$ cat src/rtl/pll_sup_pkg.sv
// pll_sup_pkg: shared types and helpers for the PLL lock supervisor.
//   pll_state_e  - supervisor FSM state encoding (also exported on state_o)
//   LOSS_CNT_W   - width of the saturating lock-loss counter
//   cnt_w()      - bits needed to hold a counter value 0..max_val
package pll_sup_pkg;

  typedef enum logic [2:0] {
    PLL_RST   = 3'd0,
    WAIT_LOCK = 3'd1,
    STABLE    = 3'd2,
    RELEASE   = 3'd3,
    RUN       = 3'd4,
    FAIL      = 3'd5
  } pll_state_e;

  localparam int LOSS_CNT_W = 8;

  function automatic int cnt_w(input int max_val);
    return (max_val < 1) ? 1 : $clog2(max_val + 1);
  endfunction

endpackage

$ cat src/rtl/pll_lock_supervisor_sync.sv
// sync_2ff: two-flop synchroniser for a single level signal.
//   clk - destination clock
//   rst - synchronous active-high reset, clears both flops
//   d   - asynchronous input level
//   q   - synchronised level, two clk edges behind d
module sync_2ff (
  input  logic clk,
  input  logic rst,
  input  logic d,
  output logic q
);

  logic meta;

  always_ff @(posedge clk) begin
    if (rst) begin
      meta <= 1'b0;
      q    <= 1'b0;
    end else begin
      meta <= d;
      q    <= meta;
    end
  end

endmodule

$ cat src/rtl/pll_lock_supervisor.sv
// pll_lock_supervisor: sequences PLL reset, qualifies PLL lock and releases
// downstream domain resets in index order. Runs on the reference clock.
//
// Ports:
//   clkin             - reference clock
//   reset             - synchronous active-high reset
//   pll_lock_in       - raw PLL LOCK, asynchronous to clkin
//   pll_reset_o       - PLL reset (active-high)
//   domain_rst_o      - per-domain resets (active-high), index 0 released first
//   all_ready_o       - high only while in RUN
//   fail_o            - sticky failure flag, cleared only by reset
//   lock_loss_count_o - saturating count of lock losses seen in RUN
//   state_o           - current FSM state (pll_state_e encoding), for debug
//
// There are no valid/ready handshakes here: pll_lock_in is a level that is
// synchronised internally and every output is a registered level.
//
// Optional build macro PLL_SUP_GLITCH_FILTER_EN: when defined, a loss in RUN
// is declared only after GLITCH_CYCLES consecutive low lock samples.
module pll_lock_supervisor
  import pll_sup_pkg::*;
#(
  parameter int NUM_DOMAINS         = 2,
  parameter int LOCK_STABLE_CYCLES  = 1024,
  parameter int LOCK_TIMEOUT_CYCLES = 270000,
  parameter int PLL_RST_CYCLES      = 16,
  parameter int RELEASE_GAP_CYCLES  = 8,
  parameter int MAX_RETRIES         = 3,
  parameter int GLITCH_CYCLES       = 4
) (
  input  logic                   clkin,
  input  logic                   reset,
  input  logic                   pll_lock_in,
  output logic                   pll_reset_o,
  output logic [NUM_DOMAINS-1:0] domain_rst_o,
  output logic                   all_ready_o,
  output logic                   fail_o,
  output logic [LOSS_CNT_W-1:0]  lock_loss_count_o,
  output logic [2:0]             state_o
);

  if (NUM_DOMAINS < 1 || NUM_DOMAINS > 8 || GLITCH_CYCLES < 1) begin : g_param_check
    $error("pll_lock_supervisor: parameter out of range");
  end

  localparam int REL_MAX = RELEASE_GAP_CYCLES * NUM_DOMAINS;
  localparam int RST_W   = cnt_w(PLL_RST_CYCLES);
  localparam int TO_W    = cnt_w(LOCK_TIMEOUT_CYCLES);
  localparam int STB_W   = cnt_w(LOCK_STABLE_CYCLES);
  localparam int REL_W   = cnt_w(REL_MAX);
  localparam int RTY_W   = cnt_w(MAX_RETRIES);

  // Each counter starts at 0 on state entry, so the last cycle of a phase of
  // length N is the one where the counter reads N-1.
  localparam logic [RST_W-1:0] RST_LAST = RST_W'(PLL_RST_CYCLES - 1);
  localparam logic [TO_W-1:0]  TO_LAST  = TO_W'(LOCK_TIMEOUT_CYCLES - 1);
  localparam logic [STB_W-1:0] STB_LAST = STB_W'(LOCK_STABLE_CYCLES - 1);
  localparam logic [REL_W-1:0] REL_END  = REL_W'(REL_MAX);
  localparam logic [RTY_W-1:0] RTY_MAX  = RTY_W'(MAX_RETRIES);

  pll_state_e       state;
  logic             lock_s;
  logic [RST_W-1:0] rst_cnt;
  logic [TO_W-1:0]  to_cnt;
  logic [STB_W-1:0] stab_cnt;
  logic [REL_W-1:0] rel_cnt;
  logic [REL_W-1:0] rel_nxt;
  logic [RTY_W-1:0] retry_cnt;
  logic [RTY_W-1:0] retry_nxt;
  logic             run_loss;

  sync_2ff u_lock_sync (
    .clk (clkin),
    .rst (reset),
    .d   (pll_lock_in),
    .q   (lock_s)
  );

  assign rel_nxt   = rel_cnt + 1'b1;
  assign retry_nxt = retry_cnt + 1'b1;
  assign state_o   = state;

`ifdef PLL_SUP_GLITCH_FILTER_EN
  localparam int GL_W = cnt_w(GLITCH_CYCLES);
  localparam logic [GL_W-1:0] GL_FULL = GL_W'(GLITCH_CYCLES);
  logic [GL_W-1:0] glitch_cnt;
  // Loss is acted on the cycle after the filter fills.
  assign run_loss = (glitch_cnt == GL_FULL);
`else
  assign run_loss = ~lock_s;
`endif

  always_ff @(posedge clkin) begin
    if (reset) begin
      state             <= PLL_RST;
      pll_reset_o       <= 1'b1;
      domain_rst_o      <= '1;
      all_ready_o       <= 1'b0;
      fail_o            <= 1'b0;
      lock_loss_count_o <= '0;
      retry_cnt         <= '0;
      rst_cnt           <= '0;
      to_cnt            <= '0;
      stab_cnt          <= '0;
      rel_cnt           <= '0;
`ifdef PLL_SUP_GLITCH_FILTER_EN
      glitch_cnt        <= '0;
`endif
    end else begin
      case (state)
        PLL_RST: begin
          if (rst_cnt == RST_LAST) begin
            state       <= WAIT_LOCK;
            pll_reset_o <= 1'b0;
            to_cnt      <= '0;
          end else begin
            rst_cnt <= rst_cnt + 1'b1;
          end
        end

        WAIT_LOCK: begin
          if (lock_s) begin
            state    <= STABLE;
            stab_cnt <= '0;
          end else if (to_cnt == TO_LAST) begin
            retry_cnt   <= retry_nxt;
            pll_reset_o <= 1'b1;
            if (retry_nxt == RTY_MAX) begin
              state  <= FAIL;
              fail_o <= 1'b1;
            end else begin
              state   <= PLL_RST;
              rst_cnt <= '0;
            end
          end else begin
            to_cnt <= to_cnt + 1'b1;
          end
        end

        STABLE: begin
          if (!lock_s) begin
            state  <= WAIT_LOCK;
            to_cnt <= '0;
          end else if (stab_cnt == STB_LAST) begin
            state   <= RELEASE;
            rel_cnt <= '0;
          end else begin
            stab_cnt <= stab_cnt + 1'b1;
          end
        end

        RELEASE: begin
          if (!lock_s) begin
            state        <= WAIT_LOCK;
            domain_rst_o <= '1;
            to_cnt       <= '0;
          end else if (rel_cnt == REL_END) begin
            state       <= RUN;
            all_ready_o <= 1'b1;
            retry_cnt   <= '0;
`ifdef PLL_SUP_GLITCH_FILTER_EN
            glitch_cnt  <= '0;
`endif
          end else begin
            rel_cnt <= rel_nxt;
            // Domain i drops when the cycle count since entry hits GAP*(i+1).
            for (int i = 0; i < NUM_DOMAINS; i++) begin
              if (rel_nxt == REL_W'(RELEASE_GAP_CYCLES * (i + 1))) begin
                domain_rst_o[i] <= 1'b0;
              end
            end
          end
        end

        RUN: begin
          retry_cnt <= '0;
          if (run_loss) begin
            state        <= PLL_RST;
            pll_reset_o  <= 1'b1;
            domain_rst_o <= '1;
            all_ready_o  <= 1'b0;
            rst_cnt      <= '0;
            if (lock_loss_count_o != {LOSS_CNT_W{1'b1}}) begin
              lock_loss_count_o <= lock_loss_count_o + 1'b1;
            end
          end else begin
`ifdef PLL_SUP_GLITCH_FILTER_EN
            glitch_cnt <= lock_s ? '0 : glitch_cnt + 1'b1;
`endif
          end
        end

        FAIL: begin
          pll_reset_o  <= 1'b1;
          domain_rst_o <= '1;
          all_ready_o  <= 1'b0;
          fail_o       <= 1'b1;
        end

        default: begin
          state        <= PLL_RST;
          pll_reset_o  <= 1'b1;
          domain_rst_o <= '1;
          all_ready_o  <= 1'b0;
          rst_cnt      <= '0;
        end
      endcase
    end
  end

endmodule

$ cat config.mk
export PLATFORM = sky130hd
export DESIGN_NAME = pll_lock_supervisor
export DESIGN_NICKNAME = d
export VERILOG_FILES = /design/src/rtl/pll_sup_pkg.sv /design/src/rtl/pll_lock_supervisor_sync.sv /design/src/rtl/pll_lock_supervisor.sv
export SDC_FILE = /design/constraint.sdc
export NUM_CORES = 1
export LEC_CHECK = 0
export ABC_CLOCK_PERIOD_IN_PS = 2500
export CAP_MARGIN = 0
export CORE_ASPECT_RATIO = 0.5
export CORE_MARGIN = 4
export CORE_UTILIZATION = 57
export CTS_CLUSTER_SIZE = 16
export DETAILED_ROUTE_END_ITERATION = 16
export DONT_BUFFER_PORTS = 1
export PLACE_DENSITY = 0.87
export SLEW_MARGIN = 20
export SYNTH_ARGS = -nofsm -noshare
export SYNTH_HDL_FRONTEND = slang
export SYNTH_HIERARCHICAL = 1
export SYNTH_SLANG_ARGS = --single-unit
$ cat constraint.sdc
create_clock -name clkin -period 2.5 [get_ports clkin]
set_input_delay 0.5 -clock clkin [delete_from_list [all_inputs] [get_ports clkin]]
set_output_delay 0.5 -clock clkin [all_outputs]
set_load 0.05 [all_outputs]
-- After elaboration in Yosys (flattened, before gate mapping)
Cells that the tools add are included.
- add/sub/neg operators: 6
- multiply operators: 0
- divide/modulo/power cells: 0
- $lt $le $gt $ge: 0
- eq/ne operators: 35
- shifts and indexed selects: 0
- muxes and demuxes: 54
- bitwise operators: 5
- reductions and logical operators: 21
- operator list (operator ; count):
    $mux W19 ; 4
    $pmux W19 S3 ; 1
    $mux W5 ; 9
    $mux W11 ; 3
    $mux W3 ; 9
    $ne A2 B2 Y1 const B ; 13
    $pmux W11 S2 ; 1
    $pmux W5 S4 ; 1
    $reduce_and A4 Y1 ; 5
    $reduce_and A5 Y1 ; 4
    $add A19 B1 Y19 const B ; 1
    $eq A19 B19 Y1 const B ; 1
    $pmux W3 S6 ; 1
    $ne A3 B3 Y1 const B ; 5
    $mux W2 ; 7
    $mux W1 ; 12
    $pmux W2 S3 ; 2
    $reduce_and A6 Y1 ; 2
    $add A11 B1 Y11 const B ; 1
    $eq A11 B10 Y1 const B ; 1
    $add A5 B1 Y5 const B ; 2
    $eq A5 B4 Y1 const B ; 2
    $eq A5 B5 Y1 const B ; 2
    $pmux W5 S2 ; 1
    19 further kinds ; 31
- flip-flop bits (word level): 60
- latch bits: 0
- bits in writable memories: 0
- ROM bits: 0
- bits of input ports: 3
- output and inout bits: 16
- memories: 0

-- Logic depth before layout (Yosys ltp)
- depth in word-level cells: 6
- mapped depth: 10
- gate-level depth less buffers: 8

-- Hierarchy
The synthesis kept the hierarchy.
- by module, submodules not included (module ; instances ; cells each ; area an instance (µm²) ; sequential area each (µm²)):
    pll_lock_supervisor ; 1 ; 376 ; 3161.8 ; 1161.1
    sync_2ff ; 1 ; 4 ; 52.6 ; 40.0

-- Worst setup path after synthesis
No wires, ideal clock.
- path kind: register to register
- start: reg rst_cnt[0]
- end: reg to_cnt[8]
- library setup time: 0.128 ns
- data arrival time: 2.366 ns
- data required time: 2.372 ns
- setup slack: 0.006 ns
- cell stages (with the launch flop): 10
- buffers on the path: 1
- clock period less this slack: 2.494 ns
- cells stage by stage: dfxtp_1 -> ha_1 -> and3_1 -> ha_1 -> or3b_2 -> buf_2 -> a211oi_1 -> and4_2 -> xnor2_1 -> nor2_1
- word-level cells in the longest chain between the ends: 3
- ends and longest elaborated chain (item ; line ; text):
    from (decl) ; pll_lock_supervisor.sv:63 ; logic [RST_W-1:0] rst_cnt;
    from (signal assigned) ; pll_lock_supervisor.sv:117 ; rst_cnt <= rst_cnt + 1'b1;
    $eq A5 B4 Y1 ; pll_lock_supervisor.sv:112 ; if (rst_cnt == RST_LAST) begin
    $ne A2 B2 Y1 (no line) ; - ;
    $reduce_and A5 Y1 (no line) ; - ;
    to (signal assigned) ; pll_lock_supervisor.sv:136 ; to_cnt <= to_cnt + 1'b1;
    to (decl) ; pll_lock_supervisor.sv:64 ; logic [TO_W-1:0] to_cnt;
Every way passes these cells.
A chain may end at the register's enable or synchronous reset.

-- Worst setup path in the final report
Same ends and word-level chain as after synthesis.

==> flow_summary.yaml <==
synth:
  synthCells: 380
  synth-compound-area-share_pct: 17.05
  synth_edf_count: 0
  synth_ff_type: "dfxtp_1"
  yosys.area.top_type: "dfxtp_1"
  ys.warnings.count: 6
  synth_xor_xnor_area_share_pct: 8.174
  synth_cell_types: 59
  synthMuxAreaShare_pct: 2.530
  ys_ff_latch: 60
  yosysSeqAreaShare_pct: 37.37
  synth-simple-area-share_pct: 27.60
  syn-cell-area_um2: 3214
  synth_nets: 392
  synthArstFlopShare_pct: 0
  ys_top_cells_by_area: "dfxtp_1 37%, xor2_1 6.0%, nor2_1 5.1%"
  synth_top_family_by_area: "simple AND/OR/NAND/NOR gates"
  synth_top_cell_area_share_pct: 37.37
  synth_fa_ha_area_share_pct: 3.503
  avgSynthCellArea_um2: 8.459
critical_path:
  crit-reg2reg-launch: "rst_cnt[0]"
  r2r-end: "to_cnt[8]"
  r2r_slack_ps: 190
  worstPathCellList: "ha_1, and3_1, ha_1, or3b_4, a211oi_2, buf_4, and4_2, xnor2_1, nor2_1"
  ff2ff_path_depth: 9
  crit_family: "simple AND/OR/NAND/NOR gates"
  cp_data_arrival_time_ps: 2520
  crit_path_frequent_cell: "ha_1"
  crit_type: "register to register"
  path_max_fanout: 8
  cp_num_buf_inv: 1
  crit_required_ps: 2710
  endpoint_kind: "register"
  worst_path_max_delay_cell: "or3b_4"
  critPathLaunchType: "register"
  max_stage_delay_ps: 460
floorplan:
  start_util_pct: 62.05
  num_rows: 18
  core-area_um2: 5180
  die_width_um: 114.2
  die_area_um2: 6978
  die_y_um: 61.10
  io_pins: 19
placement:
  place_hpwl_um: 4987
  dp_cells: 444
  pre_cts_ws_ps: 59.40
  gp_congestion: 0.8757
  portBuffers: 0
cts:
  cts_buffers: 9
  clock_path_buffers: 2
  cts_resized: 0
  htreeDepth: 3
  clock_sinks: 60
  clk_latency_ps: 330
  cts_hold_buffers: 0
  cts_root_buf: "clkbuf_16"
  cts_tree: "done"
  cts_setup_buffers: 0
  clk_pin_slew_ps: 50
global_route:
  met3_usage_pct: 8.342
  grt_max_degree: 37
  overflow: 0
  grt_util_met1_pct: 27.17
  grt_pass1_vias: 2701
  grt_pass1_wl_um: 12610
  use_met2_pct: 39.93
  grt.busiest_layer: "met2"
  antenna_found_initial: 0
  grt_usage_pct: 23.02
sta:
  rsz0062_at_grt: "no"
  final-hold-violation-count: 0
  clock.fmax_mhz: 432.2
  min_period_ps: 2314
  slew_headroom_pct: 56.82
  fin_tns_setup_ps: 0
  post-route-period-util_pct: 92.55
  skew_ps: 4.099
  fin_ws_ps: 186.2
  slew_violations: 0
  tightestPinTransition_ps: 646.9
  setup_viol: 0
min_path:
  min_to: "u_lock_sync/meta"
  hold_class: "primary input to register"
  holdCritStartpoint: "reset"
  hold_depth: 1
final_layout:
  area_delta_synth_final_pct: 13.39
  drive_gt1_share_pct: 11.03
  nFillCells: 391
  fin_nets: 397
  n_antenna_cell: 0
  final_core_util_pct: 70.36
  fin_cells: 460
route:
  dr.pass1.iters: 5
  dr.first_iter.drc_count: 234
  vias: 2912
  ant_nets: 0
  vias_per_cell: 6.330
  wl_um: 7523
  wl_per_cell_um: 16.35
  drc: 0
power_and_ir_drop:
  cellLeakagePower_uw: 0.001313
  total_power_uw: 2789
  irDropWorstVdd_v: 0.0005210
  power_density_nw_per_um2: 765.3
flow_run:
  drv_cap: 0
status:
  status: "complete, no violations"
-- cell families (layout without fill, tap and decap cells) --
group | count (synthesis) | count (layout)
compound gates | 76 | 76
xor+xnor | 30 | 30
fa+ha+maj | 9 | 9
buf+inv | 32 | 42
flops | 60 | 60
mux | 8 | 8
simple gates | 165 | 165
-- power by group --
group	internal (uW)	switching [uW]	total [uW]
sequential	993	56.7	1050
combinational	166	281	447
clock	872	420	1290
-- Yosys cell counts, types with 4 or more instances --
library cell and count:
nand3_1 15, nor2_1 44, clkbuf_1 17, o211ai_1 4, a31oi_1 5, nand3b_1 6
ha_1 9, o21ai_0 8, mux2i_1 7, nand2_1 31, a32oi_1 4, xor2_1 22
or3_1 8, a21oi_1 19, nand4_1 6, nor3_1 7, a211oi_1 5, inv_1 13
nand2b_1 4, and3_1 7, and2_1 4, nor4_1 6, dfxtp_1 60, xnor2_1 8
o2111ai_1 4
-- final cells by class --
cell class	instances	area, um2	share of cell area [%]
Timing Repair Buffer	13	97.59	2.678
Clock inverter	4	73.82	2.025
Multi-Input combinational cell	288	1899	52.11
Inverter	13	48.80	1.339
Sequential cell	60	1201	32.96
Tap cell	70	87.58	2.403
Clock buffer	12	236.5	6.488
-- registers in the layout, summed over array words and instances (netlist names), 2 cells and up --
name and cells:
rel_cnt 5, rst_cnt 5, to_cnt 19, lock_loss_count_o 8, domain_rst_o 2, stab_cnt 11, state_o 3, retry_cnt 2
-- how the worst max path moves through the flow --
stage               startpoint        end  slack [ps]  depth (start not counted)
floorplan           rst_cnt[0]  to_cnt[8]           6                          9
global placement    rst_cnt[0]  to_cnt[8]         120                          9
detailed placement  rst_cnt[0]  to_cnt[8]          60                          9
CTS                 rst_cnt[0]  to_cnt[8]          20                          9
global route        rst_cnt[0]  to_cnt[8]          60                          9
finish              rst_cnt[0]  to_cnt[8]         190                          9
-- placed cells by master (no fill, tap or decap), types with 4 or more instances in the layout --
| cell | count |
|---|---|
| a211oi_1 | 4 |
| nor2_1 | 44 |
| nand3_1 | 15 |
| a32oi_1 | 4 |
| dfxtp_1 | 60 |
| nor4_1 | 6 |
| a21oi_1 | 19 |
| xnor2_1 | 8 |
| nand3b_1 | 6 |
| nand2b_1 | 4 |
| mux2i_1 | 7 |
| nand2_1 | 31 |
| o21ai_0 | 7 |
| ha_1 | 9 |
| buf_4 | 13 |
| nor3_1 | 7 |
| and3_1 | 7 |
| o2111ai_1 | 4 |
| clkbuf_16 | 9 |
| and2_1 | 4 |
| a31oi_1 | 5 |
| inv_1 | 13 |
| nand4_1 | 6 |
| xor2_1 | 22 |
| o211ai_1 | 4 |
| or3_1 | 8 |
-- layer usage --
layer	vias up	part of all wire [%]
met5	-	0
met4	0	1.6
met3	14	6.9
met2	119	49
met1	1388	42
li1	1391	-
-- metrics by stage --
stage / cell area [um2] / hold slack [ps]
after floorplan: 3214 / 403.0
after global placement: 3327 / 418.8
after detailed placement: 3327 / 417.4
after CTS: 3637 / 230.8
after global routing: 3645 / 225.4
final: 3645 / 241.1
No activity file was read; power rests on OpenSTA's default activity.
